==> src/rtl/zcip_weight_feeder.sv <==
// Zero-column-skipping weight feeder: transposes each lane's weights into
// bit-columns and issues only non-zero columns, lowest bit index first.
module zcip_weight_feeder #(
  parameter int LANES = 4,
  parameter int WBITS = 8,
  localparam int SW   = $clog2(WBITS)
) (
  input  logic                         clk,
  input  logic                         rst,
  input  logic [LANES*WBITS*WBITS-1:0] weights_in,
  input  logic                         sign_mode,
  input  logic                         in_valid,
  output logic                         in_ready,
  input  logic                         out_ready,
  output logic [LANES*WBITS-1:0]       weight_column,
  output logic [LANES*SW-1:0]          shift_offset,
  output logic                         weight_sign_en,
  output logic                         weight_valid,
  output logic                         zcip_done
);

  localparam logic [1:0] S_IDLE  = 2'd0;
  localparam logic [1:0] S_ISSUE = 2'd1;
  localparam logic [1:0] S_HOLD  = 2'd2;
  localparam int         LW      = WBITS * WBITS;

  logic [1:0]             state_q, state_d;
  logic                   load_q,  load_d;
  logic [LANES*LW-1:0]    wts_q,   wts_d;
  logic                   sign_q,  sign_d;
  logic [LANES*WBITS-1:0] mask_q,  mask_d;
  logic [LANES*WBITS-1:0] col_q,   col_d;
  logic [LANES*SW-1:0]    off_q,   off_d;
  logic                   valid_q, valid_d;
  logic                   done_q,  done_d;

  function automatic logic [WBITS-1:0] lane_mask(input logic [LW-1:0] w, input logic sgn);
    logic [WBITS-1:0] m;
    m = '0;
    for (int j = 0; j < WBITS; j++) m = m | w[j*WBITS +: WBITS];
    if (sgn) m[WBITS-1] = 1'b0;
    return m;
  endfunction

  function automatic logic [SW-1:0] lowest_bit(input logic [WBITS-1:0] m);
    logic [SW-1:0] idx;
    idx = '0;
    for (int i = WBITS-1; i >= 0; i--) begin
      if (m[i]) idx = SW'(i);
    end
    return idx;
  endfunction

  function automatic logic [WBITS-1:0] bit_column(input logic [LW-1:0] w, input logic [SW-1:0] idx);
    logic [WBITS-1:0] c;
    c = '0;
    for (int j = 0; j < WBITS; j++) c[j] = w[j*WBITS + int'(idx)];
    return c;
  endfunction

  assign in_ready       = (state_q == S_IDLE) && !rst;
  assign weight_column  = col_q;
  assign shift_offset   = off_q;
  assign weight_sign_en = sign_q;
  assign weight_valid   = valid_q;
  assign zcip_done      = done_q;

  // Next-state: load_q marks the mask-building cycle between accept and first beat.
  always_comb begin
    state_d = state_q;
    load_d  = load_q;
    wts_d   = wts_q;
    sign_d  = sign_q;
    mask_d  = mask_q;
    col_d   = col_q;
    off_d   = off_q;
    valid_d = valid_q;
    done_d  = done_q;
    case (state_q)
      S_IDLE: begin
        if (in_valid) begin
          wts_d   = weights_in;
          sign_d  = sign_mode;
          load_d  = 1'b1;
          state_d = S_ISSUE;
        end else begin
          state_d = S_IDLE;
        end
      end
      S_ISSUE, S_HOLD: begin
        if (load_q) begin
          for (int l = 0; l < LANES; l++)
            mask_d[l*WBITS +: WBITS] = lane_mask(wts_q[l*LW +: LW], sign_q);
          load_d = 1'b0;
        end else if (valid_q && !out_ready) begin
          state_d = S_HOLD;
        end else if (valid_q && done_q) begin
          col_d   = '0;
          off_d   = '0;
          valid_d = 1'b0;
          done_d  = 1'b0;
          state_d = S_IDLE;
        end else begin
          // Emit the lowest pending column per lane and retire that bit.
          for (int l = 0; l < LANES; l++) begin
            if (|mask_q[l*WBITS +: WBITS]) begin
              col_d[l*WBITS +: WBITS] = bit_column(wts_q[l*LW +: LW],
                                                   lowest_bit(mask_q[l*WBITS +: WBITS]));
              off_d[l*SW +: SW]       = lowest_bit(mask_q[l*WBITS +: WBITS]);
              mask_d[l*WBITS +: WBITS] = mask_q[l*WBITS +: WBITS] &
                                         (mask_q[l*WBITS +: WBITS] - WBITS'(1));
            end else begin
              col_d[l*WBITS +: WBITS] = '0;
              off_d[l*SW +: SW]       = '0;
            end
          end
          valid_d = 1'b1;
          done_d  = ~|mask_d;
          state_d = S_ISSUE;
        end
      end
      default: begin
        state_d = S_IDLE;
      end
    endcase
  end

  // State and output registers with synchronous reset.
  always_ff @(posedge clk) begin
    if (rst) begin
      state_q <= S_IDLE;
      load_q  <= 1'b0;
      wts_q   <= '0;
      sign_q  <= 1'b0;
      mask_q  <= '0;
      col_q   <= '0;
      off_q   <= '0;
      valid_q <= 1'b0;
      done_q  <= 1'b0;
    end else begin
      state_q <= state_d;
      load_q  <= load_d;
      wts_q   <= wts_d;
      sign_q  <= sign_d;
      mask_q  <= mask_d;
      col_q   <= col_d;
      off_q   <= off_d;
      valid_q <= valid_d;
      done_q  <= done_d;
    end
  end

endmodule

==> config.mk <==
export PLATFORM = sky130hd
export DESIGN_NAME = zcip_weight_feeder
export DESIGN_NICKNAME = d
export VERILOG_FILES = /design/src/rtl/zcip_weight_feeder.sv
export SDC_FILE = /design/constraint.sdc
export NUM_CORES = 1
export LEC_CHECK = 0
export ABC_AREA = 0
export BUFFER_PORTS_ARGS = -buffer_cell sky130_fd_sc_hd__buf_4
export CAP_MARGIN = 20
export CORE_ASPECT_RATIO = 0.75
export CORE_MARGIN = 2
export CORE_UTILIZATION = 25
export CTS_BUF_LIST = sky130_fd_sc_hd__clkbuf_8
export DETAILED_ROUTE_END_ITERATION = 10
export PLACE_DENSITY = 0.45
export SLEW_MARGIN = 20
export SYNTH_ARGS = -nofsm -noshare
export SYNTH_HDL_FRONTEND = slang
export SYNTH_SLANG_ARGS = --single-unit
==> constraint.sdc <==
create_clock -name clk -period 2.2 [get_ports clk]
set_input_delay 0.22 -clock clk [delete_from_list [all_inputs] [get_ports clk]]
set_output_delay 0.22 -clock clk [all_outputs]
set_load 0.02 [all_outputs]
Yosys cells after proc, flatten, opt, wreduce, memory -nomap -nowiden --
Cells that the tools add are included.
Word-level totals: memory bits (read-only) 0, logic and storage cells 321, memory bits (writable) 0, memories kept 0, bits in latches 0, register bits after elaboration 338
Operators by class: bitwise gates (word level) 34, add/subtract/negate cells 32, $mul 0, shifts and indexed selects 0, equal/unequal tests 6, reduce and logical (&&, ||, !) cells 18, order comparisons 32, mux-type cells 190, div/mod/pow operators 0
Operators by type and width (number):
- bitwise OR 8 bit | 28
- two-way mux 8 bit | 24
- binary-select mux 1 bit (select 6 bit) | 28
- two-way mux 3 bit | 56
- two-way mux 32 bit | 4
- adder 6 x 3 -> 7 bit, first input constant | 16
- less-than comparator 7 bit, second input constant | 16
- two-way mux 1 bit | 69
- less-than comparator 6 x 7 -> 1 bit, second input constant | 8
- adder 5 x 3 -> 6 bit, first input constant | 8
- AND 8 bit | 4
- OR reduction 32 bit | 1
- OR reduction 8 bit | 4
- subtractor 8 x 1 -> 8 bit, second input constant | 4
- less-than comparator 3 x 7 -> 1 bit, second input constant | 4
- less-than comparator 5 x 7 -> 1 bit, second input constant | 4
- adder 4 x 3 -> 5 bit, first input constant | 4
- binary-select mux 1 bit (select 3 bit) | 4
- two-way mux 12 bit | 1
- inequality test 2 bit, second input constant | 4
- AND reduction 3 bit | 2
- two-way mux 2 bit | 2
- case mux 2 bit (2 select lines) | 1
- AND reduction 2 bit | 2
- other kinds (9) | 14

Longest topological paths before layout --
Gate-level depths: netlist of run 1.
depth in word-level cells 19, depth in mapped cells 9

Least setup slack after synthesis of run 1 --
Ideal clock, no wire load.
kind reg-to-reg, from register mask_q[21], to register col_q[21] (netlist: weight_column[21]), data arrival time 1.962 ns, clock period less this slack 2.091 ns, data required time 2.071 ns, cell stages (with the launch flop) 9, slack 0.109 ns, cell sequence dfxtp_1 > clkbuf_1 > inv_1 > a21bo_2 > nand2_1 > clkbuf_1 > mux2_2 > a222oi_1 > o211ai_1
On the way: longest elaborated chain between the ends 17, elaborated cells on any way between the ends 18, those cells by class 1 x add/sub; 16 x mux; 1 x reduce/logical
RTL lines:
- start, declared | line 31 | logic [LANES*WBITS-1:0] mask_q, mask_d;
- start signal, assigned | line 145 | mask_q <= mask_d;
- two-way mux 3 bit (6 in series) | line 49 | if (m[i]) idx = SW'(i);
- two-way mux 3 bit | line 106 | if (|mask_q[l*WBITS +: WBITS]) begin
- two-way mux 3 bit | line 97 | end else if (valid_q && done_q) begin
- two-way mux 3 bit | line 95 | end else if (valid_q && !out_ready) begin
- two-way mux 3 bit | line 91 | if (load_q) begin
- two-way mux 3 bit | line 79 | case (state_q)
- adder 6 x 3 -> 7 bit | line 57 | for (int j = 0; j < WBITS; j++) c[j] = w[j*WBITS + int'(idx)];
- binary-select mux 1 bit (select 6 bit) | line 57
- two-way mux 1 bit (not written as such) (2 in series) | line 57
- two-way mux 8 bit * | line 106
- two-way mux 32 bit * | line 97
- end signal, assigned | line 146 | col_q <= col_d;
- end, declared | line 32 | logic [LANES*WBITS-1:0] col_q, col_d;
Every way passes the cells marked *; elsewhere a longest branch is shown, timed or not. The select of a mux whose other input is x is not followed. A chain may end at the register's enable or synchronous reset.

Worst setup path in the final report of run 1 --
from register mask_q[16], to register col_q[16] (netlist: weight_column[16])
On the way: longest elaborated chain between the ends 10, elaborated cells on any way between the ends 11, those cells by class 10 x mux; 1 x reduce/logical
RTL lines (line):
- two-way mux 3 bit | 49
- two-way mux 3 bit | 106
- two-way mux 3 bit | 97
- two-way mux 3 bit | 95
- two-way mux 3 bit | 91
- two-way mux 3 bit | 79
- binary-select mux 1 bit (select 3 bit) | 57
- two-way mux 1 bit (not written as such) | 57
- two-way mux 8 bit * | 106
- two-way mux 32 bit * | 97
Marked as above.

==> impl_metrics.ini, run 1 <==
[global_route]
overflow = 0
groute.layer.met1.usage_pct = 28.67
grt_use_met2_pct = 30.14
met3_usage_pct = 3.878
grt_pass1_vias = 16370
grt_pass1_wl_mm = 96.29
track_usage_pct = 19.82
gr-max-usage-layer = met2
grt_max_degree = 153
antenna_found_initial = 1

[sta]
rsz0062_at_grt = no
tightest_slew_ps = 931.6
final_hold_viol_count = 0
finalSetupViolCount = 0
timing.hold.ws_ps = 97.72
tns_ps = 0
fmax_ghz = 0.4772
finalCritPeriodShare_pct = 95.25
period_minus_slack_ps = 2095
slew_headroom_pct = 37.89
finClkSkew_ps = 19.09
slew_viol_final = 0

[setup_path]
cp_slowest_cell = or4_1
cp.required_ps = 2730
crit_cells = 6
crit_buf_inv = 1
crit_type = reg2reg
crit_family = simple AND/OR/NAND/NOR gates
path_cells = or4_1, nor2_1, buf_12, nand3_1, and4b_1, a211o_1
slowest_delay_ps = 650
cp.arrival_ps = 2630
r2r_setup_slack_ps = 100
start_kind = flop
end_kind = flop
startpoint = mask_q[16]
crit_path_end = weight_column[16]
r2r_end = weight_column[16]
cp_max_fo = 20
r2r_cells = 6
r2r_start = mask_q[16]

[power_and_ir_drop]
vdd_drop_max_uv = 338.5
powerDensity_nw_per_um2 = 748.9
switching_share_pct = 31.06
p_seq_share_pct = 41.3
internal-power_mw = 11.68
power.switching_mw = 5.263
pwr-share-comb_pct = 22.6
p_clk_share_pct = 36.2
cellLeakagePower_nw = 8.982

[floorplanning]
coreArea_um2 = 60220
dieArea_um2 = 62570
dieHeight_um = 217.1
die_w_um = 288.2
ios = 309
rows = 78
initial_core_util_pct = 25.15

[logic_synthesis]
synth-main-ff-cell = dfxtp_1
avgSynthCellArea_um2 = 7.548
netlist_top_cells_area = dfxtp_1 45%, nand2_1 15%, a21oi_1 11%
synthDistinctLibCells = 65
synth_top_cell_by_area = dfxtp_1
synth_top_area_share_pct = 44.69
syn_nets = 2269
yosys_warnings = 0
syn_inst = 2006
synth-seq-cells = 338
synthArstFlopShare_pct = 0
ys_seq_area_share_pct = 44.69
synth_area_um2 = 15140
synth_edf_count = 0

[clock_tree]
postCtsSetupBuffers = 0
cts_root_buf = clkbuf_8
clkLatencyLatePin_ps = 650
clk_pin_slew_ps = 60
htreeDepth = 2
cts_buffer_depth = 3
cts_tree = yes
numCtsBuffers = 58
cts.sinks = 338

[drt]
drc = 0
post_drt_wl_per_cell_um = 18.66
avgViaCountPerCell = 4.862
antenna_left = 0
wl_mm = 63.80
dr.pass1.iters = 7
drt_iter0_drc = 1106
vias = 16620

[job]
drv_cap = 0

[layout]
area_growth_pct = 49.40
ff_latch_area_um2 = 6766
final_cell_area_um2 = 22620
final.fill_count = 6256
layout_common_cells = 603 x nand2_1, 389 x buf_4, 338 x dfxtp_1
insertedDiodeCount = 0
layout_commonest_cell = nand2_1
drive_above_1_share_pct = 21.19
multi_input_area_um2 = 7765
fin_nets = 2837

[placed_design]
place_hpwl_mm = 46.23
place_area_um2 = 18750
place.gp.congestion = 0.9108
portBuffers = 308

[worst_hold_path]
hp-class = in2reg
min_from = rst

[outcome]
status = finished, final reports clean
==> worst register-to-register path, delay by kind of cell (launching register included) <==
family / cells / cell delay [ps]
simple gates: 4 / 1170
flops: 1 / 360
compound gates: 1 / 260
buf+inv: 1 / 190
==> through the flow <==
stage	instances	total power [mW]	util (%)	worst slack, ps
after global placement	3056	10.53	31.14	99.90
after global routing	3419	17.83	37.57	6.863
after CTS	3419	17.14	37.51	3.023
after detailed placement	3056	10.55	31.14	53.05
final	3419	16.94	37.57	104.5
after floorplan	2006	8.858	-	108.7
==> cell usage after synthesis (all sizes together), types with 3 or more instances <==
master,n
nand2,605
a21oi,338
dfxtp,338
clkbuf,130
o21ai,90
nor2,79
nor4,61
mux2i,33
nand3,32
mux2,29
a22oi,23
buf,22
inv,22
a222oi,17
nor3,16
o211ai,15
and2,10
nor2b,10
a31o,9
a31oi,9
nand2b,9
nand4,9
o31ai,9
or4,9
a2bb2oi,7
and3,6
a211oi,5
a21o,5
a221oi,5
and4b,5
o21a,5
a211o,4
a21boi,4
nor4b,4
a22o,3
o2111ai,3
o22ai,3
o31a,3
==> worst min-delay path by stage <==
stage,end,slack [ps],cells past startpoint
after floorplan,wts_q[130],360,2
after global placement,shift_offset[10],450,2
after detailed placement,weight_column[15],460,2
after CTS,weight_column[15],40,5
after global routing,weight_column[7],90,5
final,weight_column[7],100,5
==> power by group through the flow <==
stage	Combinational (mW)	Sequential (mW)	Clock (mW)
final	3.82	6.99	6.13
after global routing	4.19	7.04	6.60
after CTS	3.82	6.99	6.34
after detailed placement	3.44	7.12	0
after global placement	3.41	7.12	0
after floorplan	1.94	6.92	0
==> registers in the layout, summed over array words and instances (netlist names) <==
name,flops
weight_column,32
state_q,2
zcip_done,1
mask_q,32
shift_offset,12
load_q,1
weight_sign_en,1
wts_q,256
weight_valid,1
==> timing repair <==
action / in CTS / in global routing
hold endpoints to repair: 258 / 0
endpoints found under the setup margin: 1 / 20
hold buffers: 258 / 0
resized for setup: 1 / 10
==> cells by family (layout without fill, tap and decap cells) <==
logic type,count (synthesis),in the layout,synth area share (%)
buffers and inverters,174,787,4.536
AOI/OAI and AO/OA,568,568,21.74
adders and majority gates,3,3,0.2313
and+or+nand+nor,859,859,24.17
DFF,338,338,44.69
muxes,64,64,4.636
==> final cells by class <==
class | instances | share of cell area [%]
clock inverters | 26 | 0.7135
well taps | 800 | 4.425
clock buffers | 79 | 4.806
multi-input cells | 1494 | 34.33
inverters | 22 | 0.3650
flip-flops and latches | 338 | 29.91
repair buffers | 660 | 25.45
==> layer usage <==
metal | vias to the layer above | part of all wire, % | wire, um
li1 | 8128 | - | -
met1 | 7898 | 49 | 31330
met2 | 499 | 43 | 27370
met3 | 95 | 6.1 | 3900
met4 | 2 | 1.9 | 1186
met5 | - | 0.022 | 14
No activity file was read; power rests on OpenSTA's default activity.
==> run 2, diff against run 1 <==
--- a/config.mk
+++ b/config.mk
@@ -14,6 +14,7 @@
 export CTS_BUF_LIST = sky130_fd_sc_hd__clkbuf_8
 export DETAILED_ROUTE_END_ITERATION = 10
 export PLACE_DENSITY = 0.45
+export RECOVER_POWER = 100
 export SLEW_MARGIN = 20
 export SYNTH_ARGS = -nofsm -noshare
 export SYNTH_HDL_FRONTEND = slang
==> run 2 against run 1 <==
  * Non-clock buffer count is the same
  * Largest power group unchanged
  * Combinational power shrank 2%
  * Wire length is essentially flat
  * Design area shrank 1.2%
  * Critical path type unchanged
  * Core utilization shrank 0.45 points
  * Via count grew 0.14%
  * Flip-flop and latch count is the same
  * Die area is the same
  * Clock-buffer cell count is the same
  * First-iteration DRC count shrank 1.3%
  * Sequential share of layout area grew 0.36 points
==> impl_metrics.ini, run 2 (synthesis results as in run 1) <==
[clock_tree]
numCtsBuffers = 58
cts.sinks = 338
cts_buffer_depth = 3
htreeDepth = 2
cts_root_buf = clkbuf_8
clk_pin_slew_ps = 70
clkLatencyLatePin_ps = 650
cts_tree = yes

[layout]
drive_above_1_share_pct = 19.17
utilization_pct = 37.12
final.fill_count = 6319
final_cell_area_um2 = 22350
largest_register = wts_q
insertedDiodeCount = 0
largest_reg_flops = 256
fin_nets = 2837
layout_commonest_cell = nand2_1
layout_common_cells = 603 x nand2_1, 338 x dfxtp_1, 336 x a21oi_1
area_growth_pct = 47.61

[sta]
tns_ps = 0
tightest_slew_ps = 932.6
slew_viol_final = 0
worst_slack_ps = 99.62
period_minus_slack_ps = 2100
final_hold_viol_count = 0
slew_headroom_pct = 37.82
fmax_ghz = 0.4761
finalSetupViolCount = 0
finClkSkew_ps = 14.53
finalCritPeriodShare_pct = 95.47

[floorplanning]
coreArea_um2 = 60220
dieArea_um2 = 62570
rows = 78
initial_core_util_pct = 25.15
ios = 309
die_w_um = 288.2
dieHeight_um = 217.1

[drt]
avgViaCountPerCell = 4.869
post_drt_wl_per_cell_um = 18.67
antenna_left = 0
wl_mm = 63.85
dr.pass1.iters = 7
drt_iter0_drc = 1092
vias = 16650
drc = 0

[setup_path]
end_kind = flop
crit_type = reg2reg
start_kind = flop
r2r_cells = 6
cp.arrival_ps = 2620
cp.required_ps = 2720
slowest_delay_ps = 380
cp_slowest_cell = a222oi_1
cp_max_fo = 7
path_cells = nor3_1, a21bo_1, nand2_2, mux2_2, a222oi_1, o211ai_1

[placed_design]
place_area_um2 = 18750
place.gp.congestion = 0.9108
place_hpwl_mm = 46.23
portBuffers = 308
dp_slack_ps = 53.05

[worst_hold_path]
whs_path_depth = 5
hp-class = in2reg

[power_and_ir_drop]
vdd_drop_max_uv = 337.2
powerDensity_nw_per_um2 = 754.6
cellLeakagePower_nw = 8.737
total_power_mw = 16.87

[global_route]
antenna_found_initial = 1
track_usage_pct = 19.82
grt_pass1_vias = 16370
grt_max_degree = 153
grt_pass1_wl_mm = 96.29
overflow = 0

[job]
drv_cap = 0

[outcome]
status = finished, final reports clean
-- run 2: cell types whose count changed in the layout (fill, tap and decap cells not counted) --
cell	change
clkbuf_1	+52
clkbuf_4	+4
a21bo_2	-1
buf_12	-5
buf_4	-61
a21bo_1	+1
buf_6	+2
buf_2	+2
clkbuf_2	+6
-- run 2: power breakdown --
| part | total [mW] | internal, mW | switching (mW) | leakage [nW] |
|---|---|---|---|---|
| logic | 3.75 | 1.67 | 2.08 | 5.26 |
| registers | 6.99 | 6.53 | 0.460 | 2.77 |
| clock network | 6.12 | 3.41 | 2.72 | 0.711 |
-- run 2: per-layer routing --
layer  vias to the layer above  share of wire [%]  track usage [%]
met5                         -              0.022                0
met1                      7934                 49            28.67
met3                        97                5.9            3.878
met2                       488                 43            30.14
met4                         2                1.9            4.698
li1                       8125                  -                -
-- run 2: worst paths after layout --
check / startpoint / to / slack [ps]
setup / recovery: mask_q[18] / weight_column[21] / 100
hold / removal: rst / weight_column[7] / 110
setup reg to reg: mask_q[18] / weight_column[21] / 100
hold reg to reg: weight_column[15] / weight_column[15] / 460
-- run 2: metrics by stage --
stage	std cells	hold slack [ps]
6_report	3419	108.9
5_1_grt	3419	91.67
4_1_cts	3419	41.72
3_5_place_dp	3056	461.5
3_3_place_gp	3056	453.9
2_1_floorplan	2006	356.0
-- run 2: layout make-up --
type | instances | area (um2) | share of cell area (%)
clock buffers | 79 | 1087 | 4.865
clock inverters | 26 | 161.4 | 0.7221
inverters | 22 | 82.58 | 0.3695
multi-input cells | 1494 | 7765 | 34.74
flip-flops and latches | 338 | 6766 | 30.27
well taps | 800 | 1001 | 4.478
repair buffers | 660 | 5488 | 24.55
-- run 2: worst max-delay path: cells and delay by family, from the launching register on --
| kind | cells | cell delay, ps |
|---|---|---|
| flops | 1 | 370 |
| compound gates | 3 | 790 |
| mux | 1 | 350 |
| simple gates | 2 | 440 |
-- run 2: what timing repair did --
item / 4_1_cts / 5_1_grt
resized for setup: 1 / 10
setup endpoints to repair: 1 / 20
setup buffers: 0 / 0
hold endpoints to repair: 258 / 0
hold buffers: 258 / 0
